<file path="src/rtl/stopwatch_pkg.sv">
// stopwatch_pkg: state encoding and default chain length for the stopwatch controller
package stopwatch_pkg;
  typedef enum logic [2:0] {IDLE, LOAD, RUN, PAUSE, DONE} sw_state_t;
  localparam int DEF_NUM_DIGITS = 4;
endpackage

</file>
<file path="src/rtl/tick_prescaler.sv">
// tick_prescaler: divides clk by TICK_DIV into a registered one-cycle tick, holding phase while paused
module tick_prescaler #(
  parameter int TICK_DIV = 1_000_000
) (
  input  logic clk,
  input  logic reset_n,
  input  logic run,
  input  logic clr,
  output logic tick
);
  localparam int W = $clog2(TICK_DIV);
  localparam logic [W-1:0] LAST = W'(TICK_DIV - 1);
  logic [W-1:0] cnt;
  always_ff @(posedge clk or negedge reset_n) begin
    if (!reset_n) begin
      cnt  <= '0;
      tick <= 1'b0;
    end else if (clr) begin
      cnt  <= '0;
      tick <= 1'b0;
    end else begin
      tick <= run && cnt == LAST;
      if (run) cnt <= cnt == LAST ? '0 : cnt + 1'b1;
    end
  end
endmodule

</file>
<file path="src/rtl/stopwatch_ctrl.sv">
// stopwatch_ctrl: run/pause/done sequencer driving the chained BCD digit enables, preset load and direction
module stopwatch_ctrl
  import stopwatch_pkg::*;
#(
  parameter int TICK_DIV   = 1_000_000,
  parameter int NUM_DIGITS = DEF_NUM_DIGITS
) (
  input  logic                  clk,
  input  logic                  reset_n,
  input  logic                  start_stop,
  input  logic                  clear,
  input  logic                  mode_up,
  input  logic [NUM_DIGITS-1:0] thr,
  output logic [NUM_DIGITS-1:0] digit_en,
  output logic                  load,
  output logic                  up_dn,
  output logic                  running,
  output logic                  done
);
  sw_state_t state, nxt;
  logic arm, arm_nxt, tick, terminal, step, carry;
  assign terminal = &thr;
  assign step     = state == RUN && tick;
  tick_prescaler #(.TICK_DIV(TICK_DIV)) u_pre (
    .clk     (clk),
    .reset_n (reset_n),
    .run     (state == RUN),
    .clr     (state == IDLE || state == LOAD || state == DONE),
    .tick    (tick)
  );
  always_comb begin
    nxt     = state;
    arm_nxt = arm;
    if (clear) begin
      nxt     = LOAD;
      arm_nxt = 1'b0;
    end else begin
      case (state)
        IDLE, DONE: if (start_stop) begin
          nxt     = LOAD;
          arm_nxt = 1'b1;
        end
        LOAD:    nxt = arm ? RUN : IDLE;
        RUN:     nxt = step && terminal ? DONE : start_stop ? PAUSE : RUN;
        PAUSE:   nxt = start_stop ? RUN : PAUSE;
        default: nxt = IDLE;
      endcase
    end
  end
  always_ff @(posedge clk or negedge reset_n) begin
    if (!reset_n) begin
      state   <= IDLE;
      arm     <= 1'b0;
      load    <= 1'b0;
      up_dn   <= 1'b1;
      running <= 1'b0;
      done    <= 1'b0;
    end else begin
      state   <= nxt;
      arm     <= arm_nxt;
      load    <= nxt == LOAD;
      running <= nxt == RUN;
      done    <= nxt == DONE;
      if (state == LOAD) up_dn <= mode_up;
    end
  end
  always_comb begin
    carry = step && !terminal;
    for (int i = 0; i < NUM_DIGITS; i++) begin
      digit_en[i] = carry;
      carry       = carry && thr[i];
    end
  end
endmodule
</file>
<file path="config.mk">
export PLATFORM = sky130hd
export DESIGN_NAME = stopwatch_ctrl
export DESIGN_NICKNAME = d
export VERILOG_FILES = /design/src/rtl/stopwatch_pkg.sv /design/src/rtl/tick_prescaler.sv /design/src/rtl/stopwatch_ctrl.sv
export SDC_FILE = /design/constraint.sdc
export NUM_CORES = 1
export LEC_CHECK = 0
export ABC_AREA = 1
export CORE_ASPECT_RATIO = 1.75
export CORE_MARGIN = 3
export CORE_UTILIZATION = 60
export DETAILED_ROUTE_END_ITERATION = 16
export DONT_BUFFER_PORTS = 1
export PLACE_DENSITY = 0.76
export SYNTH_ARGS = -nofsm -noshare
export SYNTH_HDL_FRONTEND = slang
export SYNTH_HIERARCHICAL = 1
export SYNTH_SLANG_ARGS = --single-unit
</file>
<file path="constraint.sdc">
create_clock -name clk -period 3.14 [get_ports clk]
set_input_delay 0.785 -clock clk [delete_from_list [all_inputs] [get_ports clk]]
set_output_delay 0.785 -clock clk [all_outputs]
set_load 0.03 [all_outputs]
</file>
After elaboration in Yosys (flattened, before gate mapping)
Cells that the tools add are included.
Operators by class
  add/subtract/negate cells: 1
  equality and inequality tests: 8
  muxes and demuxes: 14
  reductions and logical operators: 17
Operators with widths (number)
  two-way mux 20 bit: 3
  adder 20 x 1 -> 20 bit (second input constant): 1
  equality test 20 bit (second input constant): 1
  case mux 3 bit (4 select lines): 1
  equality test 3 x 2 -> 1 bit (second input constant): 3
  two-way mux 3 bit: 3
  logical AND 1 bit: 7
  equality test 3 x 1 -> 1 bit (second input constant): 2
  equality test 3 bit (second input constant): 2
  two-way mux 1 bit: 6
  nonzero test 2 bit: 3
  AND reduction 4 bit: 1
  logical NOT 3 bit: 1
  logical OR 1 bit: 2
  two-way mux 2 bit: 1
  AND reduction 2 bit: 1
  OR reduction 2 bit: 1
  logical NOT 1 bit: 1
Word-level totals
  register bits: 29
  input bits: 9
  output and inout bits: 8
  logic and storage cells: 48

Logic depth before layout (Yosys ltp)
  word-level depth: 7
  gate-level depth with buffers: 12
  depth with buffers taken out: 12

By module
Netlist, hierarchy kept.
By module, submodules not included
  tick_prescaler: times used 1, cells each 166, area each 1241.2 sq um, seq. area each 525.5 sq um
  stopwatch_ctrl: times used 1, cells each 56, area each 465.4 sq um, seq. area each 201.4 sq um

Worst setup path after synthesis
No wires, ideal clock.
  path type: input to output
  start: in thr[0]
  end: out digit_en[3]
  data arrival time: 1595 ps
  required time: 2355 ps
  setup slack: 760 ps
  cell stages on the path: 7
  path buffers: 0
  cell sequence: nand2_2 -> clkinv_2 -> nand2_4 -> inv_2 -> nor2_4 -> nand2_2 -> nor2_2
Between the ends
  word-level cells in the longest chain between the ends: 6
Ends and longest elaborated chain
  from (decl): line stopwatch_ctrl.sv:13  | input logic [NUM_DIGITS-1:0] thr,
  AND reduction 4 bit: line stopwatch_ctrl.sv:22  | assign terminal = &thr;
  logical NOT 1 bit: line stopwatch_ctrl.sv:68  | carry = step && !terminal;
  logical AND 1 bit: line stopwatch_ctrl.sv:68
  named net digit_en[0]: line stopwatch_ctrl.sv:14  | output logic [NUM_DIGITS-1:0] digit_en,
  logical AND 1 bit (3 in a row): line stopwatch_ctrl.sv:71  | carry = carry && thr[i];
  to (decl): line stopwatch_ctrl.sv:14
The timed path passes the listed nets, and every way through them passes these cells.

Final worst setup path
  start: reg state[2]
  end: out digit_en[3]
Between the ends
  word-level cells in the longest chain between the ends: 6
Ends and longest elaborated chain
  from (decl): line stopwatch_ctrl.sv:20  | sw_state_t state, nxt;
  from (signal assigned): line stopwatch_ctrl.sv:59  | state <= nxt;
  equality test 3 x 2 -> 1 bit: line stopwatch_ctrl.sv:23  | assign step = state == RUN && tick;
  logical AND 1 bit: line stopwatch_ctrl.sv:23
  logical AND 1 bit: line stopwatch_ctrl.sv:68
  named net digit_en[0]: line stopwatch_ctrl.sv:14
  logical AND 1 bit (3 in a row): line stopwatch_ctrl.sv:71
The timed path passes the listed nets, and every way through them passes these cells.

==> run_results.csv <==
group,metric,value,unit
power,ir_drop,0.409,mV
finish,multiInputGateArea,862,um^2
clock_tree,htree_levels,2,
die,ios,17,
timing,slew_headroom,0.721,
finish,fillers,225,
clock_tree,holdBufCountCts,0,
timing,fin_tns_setup,0,ns
timing,worstMarginPinSlew,0.417,ns
clock_tree,clk_pin_slew_worst_paths,0.06,ns
yosys,syn_nets,232,
die,die_w,46.3,um
clock_tree,cts_buffers,5,
die,core_area,2720,um^2
yosys,ys_ff_latch,29,
route,routedWlPerCell,13.2,um
finish,n_antenna_cell,0,
setup_path,r2r-end,"u_pre/cnt[10]",
place,port_buffers,0,
yosys,synthFlopType,"dfrtp_1",
timing,post-route-period-util,0.785,
setup_path,cpPeakStageDelay,0.40,ns
yosys,syn_inst,222,
setup_path,crit_type,"reg2out",
die,die_area,3550,um^2
yosys,yosysTopAreaCellShare,0.411,
yosys,synth.most_common_cell,"nand2_1",
timing,setup_ws,0.674,ns
place,placed_cell_area,1740,um^2
timing,rsz0062_at_grt,"no",
setup_path,critPathMaxFanout,5,
global_routing,grt_pass1_wl,5940,um
setup_path,crit_path_frequent_cell,"nand2_2",
global_routing,grt_max_degree,30,
yosys,synth_area,1710,um^2
place,hpwlAfterDp,2660,um
clock_tree,cts_setup_buffers,0,
yosys,ys_seq_area_frac,0.426,
finish,stdcell_area,1870,um^2
global_routing,grt_overflow_total,0,
die,core.rowCount,25,
setup_path,critical_path.top_delay_family,"simple AND/OR/NAND/NOR gates",
power,finalPower,0.000918,W
finish,area_growth,9.60,%
clock_tree,cts_root_buffer,"clkbuf_8",
timing,finalSetupViolCount,0,
worst_hold_path,hp-class,"in2async",
power,leakage,0.810,nW
status,status,"completed",
timing,drv_slew,0,
finish,drive_gt1_frac,0.200,
place,place.gp.congestion,0.877,
timing,max_freq,406,MHz
setup_path,required,2.35,ns
yosys,yosys_warnings,6,
yosys,yosys-top-cells-count,"nand2_1, nor2_1, dfrtp_1",
route,viasPerCell,5.57,
clock_tree,cts_resized,0,
timing,skew,0.00572,ns
yosys,synth_top_area_cell,"dfrtp_1",
setup_path,worstSetupEndpointType,"output pin",
die,die_h,76.6,um
place,preCtsSetupSlack,0.706,ns
clock_tree,clk_path_buf_depth,2,
finish,nets,239,
route,first_pass_iters,5,
yosys,synthArstFlopShare,1.00,
setup_path,worst-path-buf-inv,1,
job,drv_cap,0,
route,drc_errors,0,
die,start_util,0.627,
route,vias,1431,
route,wirelength,3380,um
yosys,synth-edff-count,0,
timing,finalCriticalPeriod,2.47,ns
setup_path,ff2ff_path_depth,10,
setup_path,cp_slowest_cell,"dfrtp_1",
clock_tree,clk_latency,0.28,ns
yosys,ys_types,26,
setup_path,path_cells,"nor2_2 > nand2_2 > inv_2 > nand2_2 > nor2_4 > nand2_2 > nor2_2",
yosys,ys_top_cells_by_area,"dfrtp_1, nand2_1, nor2_1",
clock_tree,cts_num_sinks,29,
setup_path,rrSetupSlack,1.31,ns
clock_tree,cts_tree,"yes",
timing,finalHoldViolCount,0,
global_routing,grt_util_all_layers,0.225,
finish,regArea,727,um^2
route,drt_iter0_drc,50,
yosys,syn_avg_cell_area,7.69,um^2
finish,final_core_util,0.687,
setup_path,r2r-start,"state[1]",
global_routing,grt_pass1_vias,1468,
route,ant_nets,0,
global_routing,antenna_found_initial,0,
setup_path,critPathArrivalTime,1.68,ns
power,powerDensity,491,nW/um^2
setup_path,crit_path_start_kind,"register",
[through the flow]
| stage | instances | hold WS, ns |
|---|---|---|
| 5_1_grt | 257 | 0.181 |
| 3_5_place_dp | 249 | 0.487 |
| 6_report | 257 | 0.197 |
| 3_3_place_gp | 249 | 0.490 |
| 4_1_cts | 257 | 0.189 |
| 2_1_floorplan | 222 | 0.457 |
[where the power goes]
group	internal [W]	switching (W)	total (W)
registers	0.000387	0.0000146	0.000402
clock network	0.000315	0.000135	0.000450
logic	0.0000209	0.0000450	0.0000659
total	0.000723	0.000194	0.000918
[cell families (layout without fill, tap and decap cells)]
| group | count (synthesis) | in the layout | synth area share |
|---|---|---|---|
| simple gates | 132 | 132 | 0.366 |
| flops | 29 | 29 | 0.426 |
| buf+inv | 29 | 37 | 0.0689 |
| compound gates | 21 | 21 | 0.0770 |
| xor+xnor | 9 | 9 | 0.0462 |
| fa+ha+maj | 1 | 1 | 0.00733 |
| mux | 1 | 1 | 0.00880 |
[flip-flops by register name, indices dropped and copies added, names as in the netlist]
register / cells
arm: 1
done: 1
load: 1
running: 1
state: 3
u_pre/cnt: 20
u_pre/tick: 1
up_dn: 1
[metal layers]
metal / up-vias / share of wire / routed length (um) / global-route usage
met5: - / 0 / 0 / 0
met4: 0 / 0.017 / 59 / 0.0969
met3: 8 / 0.038 / 130 / 0.0567
met2: 46 / 0.58 / 1950 / 0.405
met1: 671 / 0.37 / 1240 / 0.224
li1: 706 / - / - / -
[final cells by class]
class,count,area share
Clock buffer,5,0.0368
Clock inverter,3,0.0348
Inverter,28,0.0569
Multi-Input combinational cell,164,0.461
Sequential cell,29,0.389
Tap cell,27,0.0181
Timing Repair Buffer,1,0.00401
[how the worst max path moves through the flow]
stage	from	endpoint	slack [ns]	cells past startpoint
3_5_place_dp	thr[0]	digit_en[3]	0.71	7
4_1_cts	state[2]	digit_en[3]	0.64	7
6_report	state[2]	digit_en[3]	0.67	7
5_1_grt	state[2]	digit_en[3]	0.52	7
2_1_floorplan	thr[0]	digit_en[3]	0.76	7
3_3_place_gp	thr[0]	digit_en[3]	0.74	7
[placed cells by master (no fill, tap or decap), types with 5 or more instances in the layout]
cell | Yosys | final
inv_1 | 21 | 21
nand2_1 | 46 | 46
nand2_2 | 13 | 13
dfrtp_1 | 28 | 28
clkbuf_8 | 0 | 5
xor2_1 | 8 | 8
nand4_1 | 6 | 6
nor2_1 | 38 | 38
inv_2 | 6 | 6
nor2_2 | 7 | 7
nand3_1 | 13 | 13
a21oi_1 | 11 | 11
Note: power is estimated with default switching activity, not from simulation.
==> RTL change, RTL diff (same flow settings) <==
Re-encode `sw_state_t` (5 states) as one-hot, 5 bits wide.
--- a/src/rtl/stopwatch_pkg.sv
+++ b/src/rtl/stopwatch_pkg.sv
@@ -1,6 +1,6 @@
 // stopwatch_pkg: state encoding and default chain length for the stopwatch controller
 package stopwatch_pkg;
-  typedef enum logic [2:0] {IDLE, LOAD, RUN, PAUSE, DONE} sw_state_t;
+  typedef enum logic [4:0] {IDLE = 5'b00001, LOAD = 5'b00010, RUN = 5'b00100, PAUSE = 5'b01000, DONE = 5'b10000} sw_state_t;
   localparam int DEF_NUM_DIGITS = 4;
 endpackage
 
Behaviour: same outputs for any inputs over 10 cycles, from zero or initial values and one cycle with reset_n low; not proved beyond that.
==> RTL change against the unedited design <==
Power is 8.0% lower; first-iteration DRC count fell by 18%; critical path type unchanged; sequential power grew 7.2%; die area is 6.3% higher; setup slack worse by 0.081 ns; synthesized cell count increased by 5.9%; area after synthesis up 7.0%; sequential cell count is 2 higher; cell count rose by 4.3%; largest power group is now sequential cells; final area rose by 4.0%; wire length grew 9.7%.
==> RTL change: results (changes against the unedited design) <==
Status -> finished, final reports clean
Final Cycle Share -> 0.811 (+0.0259)
Critical path startpoint -> state[4]$_DFF_PN0_
Vias/cell -> 5.68 (+2.1%)
Critical R2R Launch -> state[0]$_DFF_PN1_
Sequential area share after synthesis -> 0.426 (about the same)
Leak pwr -> 0.859 nW (+6.0%)
Placed instance count -> 260 (+4.4%)
Met1 Use GR -> 0.225 (+0.000767)
Clock skew -> 0.00399 ns (-0.00173 ns)
R2R cell count -> 11 (+1)
Routing usage on met2 -> 0.438 (+0.0330)
Yosys cell types -> 32 (+23%)
Peak supply drop -> 0.000289 V (-30%)
Layout cell share with drive strength beyond 1 -> 0.133 (-0.0672)
Worst slew margin -> 0.639 (-0.0818)
First-pass GRT wire length -> 6.36 mm (+7.1%)
Met1 wire length -> 1.28 mm (+3.2%)
Largest net degree at the start of global routing -> 32 (+6.7%)
Top cells by area, synth -> dfrtp_1, nand2_1, nor2_1
Post-Syn Nets -> 245 (+5.6%)
Mapped Cells -> 235 (+5.9%)
Compound-Gate Fraction of Synth Area -> 0.0781 (+0.00110)
Dpl hpwl -> 2.89 mm (+8.7%)
Sequential power -> 0.431 mW (+7.2%)
Gr usage total -> 0.240 (+0.0144)
R2R setup slack -> 1.08 ns (-0.23 ns)
Mux contribution to synthesized area -> 0.00616 (-0.00263)
WL met3 -> 160 um (+23%)
Wire length on met2 -> 2.15 mm (+9.9%)
DR pass1 iterations -> 4 (-1)
Comb pwr -> 0.0702 mW (+6.5%)
Reg power frac -> 0.510 (+0.072)
Worst Path Max Fanout -> 7 (+2)
Post-synth top cells -> nand2_1, nor2_1, dfrtp_1
Wire per inst -> 13.8 um (+5.2%)
Placer congestion estimate -> 0.882 (+0.55%)
Filler instances -> 235 (+4.4%)
Vias in the first global route -> 1542 (+5.0%)
Total internal power -> 0.634 mW (-12%)
==> RTL change: changes by cell type after synthesis, moves of 2 or more <==
cell     unedited run  this run
nand4_1             6        11
nand2_1            46        52
nor2_1             38        42
inv_1              21        26
inv_2               6         2
a21oi_1            11        15
o21ai_0             4         2
nand2_2            13         5
nor2_2              7         3
==> RTL change: worst max-delay path, stage by stage (launching register included) <==
cell	delay, ns
dfrtp_1	0.42
nor2_4	0.20
nand2_4	0.10
nor2_8	0.18
nand3_4	0.11
nor3b_2	0.47
==> RTL change: how the worst min path moves through the flow <==
stage	cells after the start	from	end	slack, ns
floorplan	2	u_pre/cnt[1]$_DFFE_PN0P_	u_pre/cnt[1]$_DFFE_PN0P_	0.47
global placement	0	reset_n	u_pre/cnt[8]$_DFFE_PN0P_	0.49
detailed placement	0	reset_n	u_pre/cnt[8]$_DFFE_PN0P_	0.49
CTS	0	reset_n	u_pre/cnt[8]$_DFFE_PN0P_	0.18
global route	0	reset_n	u_pre/cnt[8]$_DFFE_PN0P_	0.17
finish	0	reset_n	u_pre/cnt[8]$_DFFE_PN0P_	0.19
==> RTL change: final cells by class <==
type,instances,area share
flip-flops and latches,31,0.400
clock buffers,8,0.0514
multi-input cells,174,0.477
inverters,28,0.0540
well taps,27,0.0174
==> RTL change: per-stage QoR <==
step,instance area [um^2],utilization
6_report,1950,0.691
5_1_grt,1950,0.691
4_1_cts,1950,0.691
3_5_place_dp,1850,0.656
3_3_place_gp,1850,0.656
2_1_floorplan,1830,-
==> RTL change: cells by family (layout without fill, tap and decap cells) <==
family / Yosys count / after routing
xor+xnor: 9 / 9
fa+ha+maj: 1 / 1
simple gates: 139 / 139
compound gates: 24 / 24
flops: 31 / 31
buf+inv: 30 / 36
mux: 1 / 1
